`src/rtl/pkg_cpu_typedefs.sv`:
```
// Shared op-code and FSM state types for the multiply/divide unit.
package pkg_cpu_typedefs;

    typedef enum logic [2:0] {
        MUL    = 3'd0,
        MULH   = 3'd1,
        MULHSU = 3'd2,
        MULHU  = 3'd3,
        DIV    = 3'd4,
        DIVU   = 3'd5,
        REM    = 3'd6,
        REMU   = 3'd7
    } op_e;

    typedef enum logic [1:0] {
        IDLE = 2'd0,
        CALC = 2'd1,
        DONE = 2'd2
    } state_e;

    function automatic logic op_is_div(input op_e op);
        return op inside {DIV, DIVU, REM, REMU};
    endfunction

    function automatic logic op_a_signed(input op_e op);
        return op inside {MUL, MULH, MULHSU, DIV, REM};
    endfunction

    function automatic logic op_b_signed(input op_e op);
        return op inside {MUL, MULH, DIV, REM};
    endfunction

endpackage

```
`src/rtl/cpu_mdu_div_core.sv`:
```
// One restoring-division step: shift in a dividend bit, trial-subtract the divisor.
// Latency: combinational.
// Backpressure: none, stepped by the parent each CALC cycle.
module cpu_mdu_div_core #(
    parameter int DATA_WIDTH = 32
) (
    input  logic [DATA_WIDTH-1:0] rem_in,
    input  logic                  dvd_bit,
    input  logic [DATA_WIDTH-1:0] divisor,
    output logic [DATA_WIDTH-1:0] rem_out,
    output logic                  q_bit
);
    logic [DATA_WIDTH:0] shifted;
    logic [DATA_WIDTH:0] diff;

    assign shifted = {rem_in, dvd_bit};
    assign diff    = shifted - {1'b0, divisor};
    // rem_in < divisor keeps shifted below 2*divisor, so diff's top bit is a clean borrow
    assign q_bit   = ~diff[DATA_WIDTH];
    assign rem_out = q_bit ? diff[DATA_WIDTH-1:0] : shifted[DATA_WIDTH-1:0];

endmodule

```
`src/rtl/cpu_mdu.sv`:
```
// RV32M-style multiply/divide unit; CPU_MDU_FAST_MUL_EN selects a single-cycle multiplier.
// Latency: DATA_WIDTH+1 cycles iterative, 1 cycle for divide-by-zero, overflow and fast multiply.
// Backpressure: result held in DONE until out_ready; in_ready only in IDLE.
module cpu_mdu
    import pkg_cpu_typedefs::*;
#(
    parameter int DATA_WIDTH = 32
) (
    input  logic                  clk,
    input  logic                  rst_n,
    input  logic                  in_valid,
    output logic                  in_ready,
    input  logic [DATA_WIDTH-1:0] in_a,
    input  logic [DATA_WIDTH-1:0] in_b,
    input  logic [2:0]            op_sel,
    output logic                  out_valid,
    input  logic                  out_ready,
    output logic [DATA_WIDTH-1:0] result,
    output logic                  z_flag
);
    localparam int W  = DATA_WIDTH;
    localparam int CW = $clog2(DATA_WIDTH);
    localparam logic [CW-1:0] LAST    = CW'(W - 1);
    localparam logic [W-1:0]  MIN_VAL = {1'b1, {(W-1){1'b0}}};

    state_e         state_q, state_d;
    op_e            op_q;
    logic [CW-1:0]  cnt_q;
    logic [2*W-1:0] acc_q;
    logic [W-1:0]   dvsr_q;
    logic           neg_res_q, neg_rem_q;
    logic [W-1:0]   res_q;

    op_e            op_in;
    logic           accept;
    logic           a_neg, b_neg;
    logic [W-1:0]   a_mag, b_mag;
    logic           div_zero, div_ovf, fast_mul, early;
    logic [W-1:0]   early_res;

    assign op_in  = op_e'(op_sel);
    assign accept = in_valid && in_ready;

    // Both multiply and divide iterate on magnitudes and fix the sign at the end
    assign a_neg = op_a_signed(op_in) && in_a[W-1];
    assign b_neg = op_b_signed(op_in) && in_b[W-1];
    assign a_mag = a_neg ? -in_a : in_a;
    assign b_mag = b_neg ? -in_b : in_b;

    assign div_zero = op_is_div(op_in) && (in_b == '0);
    assign div_ovf  = ((op_in == DIV) || (op_in == REM)) && (in_a == MIN_VAL) && (in_b == '1);

`ifdef CPU_MDU_FAST_MUL_EN
    logic signed [W:0]     fast_a, fast_b;
    logic signed [2*W-1:0] fast_prod;

    assign fast_a    = $signed({a_neg, in_a});
    assign fast_b    = $signed({b_neg, in_b});
    assign fast_prod = (2*W)'(fast_a) * (2*W)'(fast_b);
    assign fast_mul  = !op_is_div(op_in);
`else
    assign fast_mul  = 1'b0;
`endif

    assign early = div_zero || div_ovf || fast_mul;

    always_comb begin
        early_res = '0;
        if (div_zero) begin
            early_res = ((op_in == DIV) || (op_in == DIVU)) ? '1 : in_a;
        end else if (div_ovf) begin
            early_res = (op_in == DIV) ? MIN_VAL : '0;
        end
`ifdef CPU_MDU_FAST_MUL_EN
        else if (fast_mul) begin
            early_res = (op_in == MUL) ? fast_prod[W-1:0] : fast_prod[2*W-1:W];
        end
`endif
    end

    // acc_q holds {product hi, multiplier} or {partial remainder, dividend/quotient}
    logic [W:0]     mul_sum;
    logic [2*W-1:0] mul_nxt, div_nxt, acc_nxt;
    logic [W-1:0]   div_rem;
    logic           div_qbit;

    assign mul_sum = {1'b0, acc_q[2*W-1:W]} + (acc_q[0] ? {1'b0, dvsr_q} : '0);
    assign mul_nxt = {mul_sum, acc_q[W-1:1]};

    cpu_mdu_div_core #(
        .DATA_WIDTH(W)
    ) u_div_core (
        .rem_in  (acc_q[2*W-1:W]),
        .dvd_bit (acc_q[W-1]),
        .divisor (dvsr_q),
        .rem_out (div_rem),
        .q_bit   (div_qbit)
    );

    assign div_nxt = {div_rem, acc_q[W-2:0], div_qbit};
    assign acc_nxt = op_is_div(op_q) ? div_nxt : mul_nxt;

    logic [2*W-1:0] prod_fix;
    logic [W-1:0]   quo_fix, rem_fix, final_res;

    always_comb begin
        prod_fix = neg_res_q ? -acc_nxt : acc_nxt;
        quo_fix  = neg_res_q ? -acc_nxt[W-1:0] : acc_nxt[W-1:0];
        rem_fix  = neg_rem_q ? -acc_nxt[2*W-1:W] : acc_nxt[2*W-1:W];
        case (op_q)
            MUL:                 final_res = prod_fix[W-1:0];
            MULH, MULHSU, MULHU: final_res = prod_fix[2*W-1:W];
            DIV, DIVU:           final_res = quo_fix;
            default:             final_res = rem_fix;
        endcase
    end

    always_comb begin
        state_d = state_q;
        case (state_q)
            IDLE:    if (in_valid) state_d = early ? DONE : CALC;
            CALC:    if (cnt_q == LAST) state_d = DONE;
            DONE:    if (out_ready) state_d = IDLE;
            default: state_d = IDLE;
        endcase
    end

    always_ff @(posedge clk) begin
        if (!rst_n) begin
            state_q <= IDLE;
        end else begin
            state_q <= state_d;
        end
    end

    always_ff @(posedge clk) begin
        if (!rst_n) begin
            op_q      <= MUL;
            cnt_q     <= '0;
            acc_q     <= '0;
            dvsr_q    <= '0;
            neg_res_q <= 1'b0;
            neg_rem_q <= 1'b0;
            res_q     <= '0;
        end else if (accept) begin
            op_q      <= op_in;
            cnt_q     <= '0;
            acc_q     <= {{W{1'b0}}, op_is_div(op_in) ? a_mag : b_mag};
            dvsr_q    <= op_is_div(op_in) ? b_mag : a_mag;
            neg_res_q <= a_neg ^ b_neg;
            neg_rem_q <= a_neg;
            if (early) begin
                res_q <= early_res;
            end
        end else if (state_q == CALC) begin
            acc_q <= acc_nxt;
            cnt_q <= cnt_q + 1'b1;
            if (cnt_q == LAST) begin
                res_q <= final_res;
            end
        end
    end

    assign in_ready  = (state_q == IDLE);
    assign out_valid = (state_q == DONE);
    assign result    = res_q;
    assign z_flag    = (res_q == '0);

endmodule

```
`config.mk`:
```
export PLATFORM = sky130hd
export DESIGN_NAME = cpu_mdu
export DESIGN_NICKNAME = d
export VERILOG_FILES = /design/src/rtl/pkg_cpu_typedefs.sv /design/src/rtl/cpu_mdu_div_core.sv /design/src/rtl/cpu_mdu.sv
export SDC_FILE = /design/constraint.sdc
export NUM_CORES = 1
export LEC_CHECK = 0
export BUFFER_PORTS_ARGS = -buffer_cell sky130_fd_sc_hd__clkbuf_2
export CAP_MARGIN = 0
export CORE_ASPECT_RATIO = 2
export CORE_MARGIN = 4
export CORE_UTILIZATION = 45
export CTS_CLUSTER_DIAMETER = 60
export DETAILED_ROUTE_END_ITERATION = 16
export GPL_TIMING_DRIVEN = 0
export PLACE_DENSITY_LB_ADDON = 0.12
export SKIP_LAST_GASP = 1
export SLEW_MARGIN = 20
export SYNTH_ARGS = -nofsm -noshare
export SYNTH_HDL_FRONTEND = slang
export SYNTH_SLANG_ARGS = --single-unit
```
`constraint.sdc`:
```
create_clock -name clk -period 5.1 [get_ports clk]
set_input_delay 1.02 -clock clk [delete_from_list [all_inputs] [get_ports clk]]
set_output_delay 1.02 -clock clk [all_outputs]
set_load 0.005 [all_outputs]
```
==> metrics.txt, run 1 <==
largest net degree at the start of global routing 17; global-route wire length before repair 143800 µm; placed inst area 17290 µm²; chip height 276.4 µm; gpl congestion 1.122; status aborted with a tool error; gr ovfl total 1; IO buf count 102; Clock Tree Buf Depth 2; clock sink total 140; post-synthesis instance area 16210 µm²; CTS Buf Count 17; worst slack, placed -2.903 ns; row count 98; Ys Warns 0; GR Util All Layers 49.36%; initial core utilization 45.44%; Post-Synth Adder-Cell Area 5.726%; H-tree Lvls 4; I/O pin count 106; Post-synth ARST share 0%; Main synth FF type dfxtp_1; syn nets 2496; XOR/XNOR Fraction of Synth Area 10.10%; register bit total from synthesis 140; vias in the first global route 21370; area fraction of the dominant cell type after synthesis 17.29%; Log Error [ERROR GRT-0116] Global routing finished with congestion. Check the congestion regions in the DRC Viewer.; cell taking the most area after synthesis dfxtp_1; dominant cells by area after synthesis dfxtp_1, a21oi_1, nand2_1, o21ai_0, ha_1; multiplexer area fraction after synthesis 3.234%; Post-CTS Hold Buffers 0; synthesized area per cell 6.893 µm²; Synth Area in Simple Gates 25.08%; Root Driver clkbuf_16; Failed at global routing; cells after synthesis 2352; largest family of logic cells by synthesized area compound AO/OA/AOI/OAI gates; Cells after DPL 2904; Die Wd 142.2 µm; post-synth cell types 102; part of the Yosys area used for sequential elements 17.29%; placed wire-length estimate 77040 µm; compound-gate portion of the synthesized area 32.83%; Post-synth EDFFs 0
## cells in the mapped netlist, drive strengths merged (34+ instances only)
| master | count |
|---|---|
| xnor2 | 96 |
| a21oi | 245 |
| nand4 | 35 |
| nand3 | 57 |
| buf | 42 |
| a211oi | 44 |
| xor2 | 91 |
| clkbuf | 117 |
| inv | 65 |
| mux2i | 43 |
| ha | 71 |
| nor2 | 185 |
| a31oi | 34 |
| and2 | 60 |
| dfxtp | 140 |
| o211ai | 106 |
| nor3 | 60 |
| nand2 | 320 |
| o21ai | 201 |
## cell families after synthesis
group                    count (synthesis)
buffers and inverters                  225
AND/OR/NAND/NOR                        849
AO/OA/AOI/OAI                          827
adder cells (fa/ha/maj)                 73
XOR/XNOR                               187
multiplexers                            51
flip-flops                             140
## per-layer routing
metal | track usage, % | GRT overflow
met4 | 54.75 | 0
met1 | 45.79 | 0
met3 | 14.95 | 0
met2 | 79.54 | 1
met5 | 0 | 0
## through the flow
stage               setup TNS [ns]  util [%]  hold slack, ns
floorplan                        0         -          0.4403
CTS                       -0.04503     52.58          0.4641
global placement            -63.79     48.45          0.4572
detailed placement          -64.77     48.47          0.4553
## timing repair
action                     CTS
setup buffers               33
resized for setup          168
setup endpoints to repair   45
pin swaps                   38
hold endpoints to repair     0
==> run 2, diff against run 1 <==
CORE_ASPECT_RATIO = not set   (was 2)
CORE_UTILIZATION = 30   (was 45)
CTS_CLUSTER_DIAMETER = not set   (was 60)
PLACE_DENSITY_LB_ADDON = 0.15   (was 0.12)
clock period = 6.6 ns   (was 5.1 ns; I/O delays follow)
==> run 2 against run 1 <==
The flow now finishes without violations. Synthesized area stayed put. Synthesized cell count unchanged.
==> metrics.txt, run 2 <==
Post-CTS Hold Buffers 0; Clock Tree Buf Depth 2; global-route wire length before repair 124500 µm; vias in the first global route 18010; Post-Synth Adder-Cell Area 5.726%; gr ovfl total 0; FF-to-FF setup slack 0.13 ns; Main synth FF type dfxtp_1; Worst-path clk slew 0.07 ns; CTS tree yes; Root Driver clkbuf_16; placed inst area 17590 µm²; Max Slew Vio Count 0; Synth Area in Simple Gates 25.08%; antenna violations before repair 2; clock sink total 140; worst relative slew slack 23.68%; max FFs per register 64; RSZ-0062 raised after global routing no; Ys Warns 0; crit share post-route 98.07%; Crit path arrival time 6.87 ns; chip height 240.5 µm; R2R cell count 13; most common cell after layout, fill and taps aside nand2_1; Nets 2618; Worst-Margin Slew 1.145 ns; Post-synth ARST share 0%; DRT iter0 DRCs 2339; Final Hold Viols 0; Die ar. 57830 µm²; CP Buf/Inv Count 9; placed wire-length estimate 72220 µm; Final Critical Period 6.472 ns; synthesized area per cell 6.893 µm²; Post-synth top cells nand2_1, a21oi_1, o21ai_0; worst slack, placed -0.9163 ns; Most flops, register acc_q; diode count 0; via count 19500; GR Util All Layers 29.14%; routed wire length 87040 µm; Setup TNS 0 ns; Post-synth EDFFs 0; cell area after layout 18280 µm²; Reg-to-Reg End result[16]$_SDFFE_PN0P_; H-tree Lvls 4; Detail Route Antenna Nets 0; row count 84; syn nets 2496; DRC viols 0; multiplexer area fraction after synthesis 3.234%; most common cell in the netlist nand2_1; IO buf count 102; largest family of logic cells by synthesized area compound AO/OA/AOI/OAI gates; gpl congestion 1.032; DR WL/cell 27.42 µm; Setup crit end kind register; compound-gate portion of the synthesized area 32.83%; vias per cell 6.140; Pleak 6.843 nW; most frequent cells in the layout nand2_1, a21oi_1, o21ai_0; CP max stage cell buf_1; status finished, final reports clean; Worst Path Required 6.99 ns; post-synthesis instance area 16210 µm²; post-synth cell types 102; WS Path Type reg2reg; min-delay src cnt_q[4]$_SDFFE_PP0P_; cell repeated most along the worst path clkbuf_1; WHS Path Cells 2; Hold Crit Class reg2reg; maximum clock skew at final layout 0.02022 ns; register bit total from synthesis 140; I/O pin count 106; Die Wd 240.5 µm; dominant cells by area after synthesis dfxtp_1, a21oi_1, nand2_1, o21ai_0, ha_1; largest net degree at the start of global routing 19; CP Cell Sequence buf_4 -> clkbuf_1 -> buf_2 -> buf_2 -> clkbuf_1 -> buf_1 -> buf_1 -> clkbuf_2 -> nand2_1 -> clkbuf_1 -> o221ai_1 -> nand3_1 -> a21oi_1; cell taking the most area after synthesis dfxtp_1; Hold Path End cnt_q[4]$_SDFFE_PP0P_; Max Fclk 154.5 MHz; core area 53080 µm²; maximum VDD drop 0.1407 mV; area fraction of the dominant cell type after synthesis 17.29%; XOR/XNOR Fraction of Synth Area 10.10%; PD cells 204.5 nW/µm²; DRT Pass-1 Iters 6; startpoint types register; CP delay by family, top buffers and inverters; smallest hold slack 0.4618 ns; CP max FO 10; share of layout cells above drive strength 1 9.087%; r2r startpoint op_q[2]$_SDFFE_PN0P_; number of max-cap violations 0; latest clock arrival within the worst-skew pair 0.47 ns; initial core utilization 30.55%; crit-path max cell delay 0.74 ns; endpoints failing setup 0; cells after synthesis 2352; part of the Yosys area used for sequential elements 17.29%; post-route worst setup slack 0.1277 ns; Syn-to-layout area delta 12.73%; CTS Buf Count 17
run 2: cell counts after synthesis:
Identical to the previous run, type by type.
run 2: routing by layer:
metal / vias up / GRT usage (%) / routed length [µm]
met1: 9473 / 40.38 / 37840
met5: - / 0 / 0
li1: 8902 / - / -
met2: 970 / 44.98 / 38040
met3: 150 / 5.265 / 7405
met4: 0 / 11.28 / 3755
run 2: worst max path at each step:
stage	start	end	slack (ns)	cells after the start
after detailed placement	acc_q[31]$_SDFFE_PN0P_	result[10]$_SDFFE_PN0P_	-0.92	24
after global routing	acc_q[31]$_SDFFE_PN0P_	result[28]$_SDFFE_PN0P_	0.02	22
after floorplan	acc_q[31]$_SDFFE_PN0P_	result[28]$_SDFFE_PN0P_	1.43	22
final	op_q[2]$_SDFFE_PN0P_	result[16]$_SDFFE_PN0P_	0.13	13
after CTS	op_q[2]$_SDFFE_PN0P_	result[16]$_SDFFE_PN0P_	0.03	13
after global placement	acc_q[31]$_SDFFE_PN0P_	result[10]$_SDFFE_PN0P_	-0.98	24
run 2: repair_timing:
action                                  in CTS  in global routing
gates resized for setup                      9                 10
endpoints found under the setup margin      15                 14
gates cloned                                 0                  0
pin swaps                                    1                  1
buffers inserted                             1                  1
run 2: cell type report:
class	count	area (µm²)
buffer	158	684.4
clock buffer	17	425.4
sequential	140	2804
inverter	66	247.7
clock inverter	15	196.4
fill	5836	34800
tap	688	860.8
multi-input combinational	1987	12530
timing repair buffer	104	525.5
run 2: metrics by stage:
step	power, mW	instances	utilization, %
final	3.737	3175	34.43
after global routing	3.889	3175	34.43
after CTS	3.693	3175	34.39
after detailed placement	2.681	3142	33.14
after global placement	2.678	3142	33.13
after floorplan	2.029	2352	-
run 2: logic make-up (layout without fill, tap and decap cells):
kind of cell    after synthesis  count (layout)
simple gates                849             849
compound gates              827             827
buf+inv                     225             360
xor+xnor                    187             187
flops                       140             140
fa+ha+maj                    73              73
mux                          51              51
run 2: where the power goes:
group	internal [mW]	switching (mW)	leakage [nW]
Clock	0.517	0.491	0.301
Sequential	0.892	0.0842	1.14
Combinational	0.531	1.22	5.40
run 2: worst register-to-register path, cell delays in order, from the launching register on:
cell,delay [ns]
dfxtp_1,0.43
buf_4,0.23
clkbuf_1,0.67
buf_2,0.40
buf_2,0.37
clkbuf_1,0.65
buf_1,0.67
buf_1,0.74
clkbuf_2,0.56
nand2_1,0.36
clkbuf_1,0.41
o221ai_1,0.61
nand3_1,0.15
a21oi_1,0.15
(Power assumes the default switching activity.)
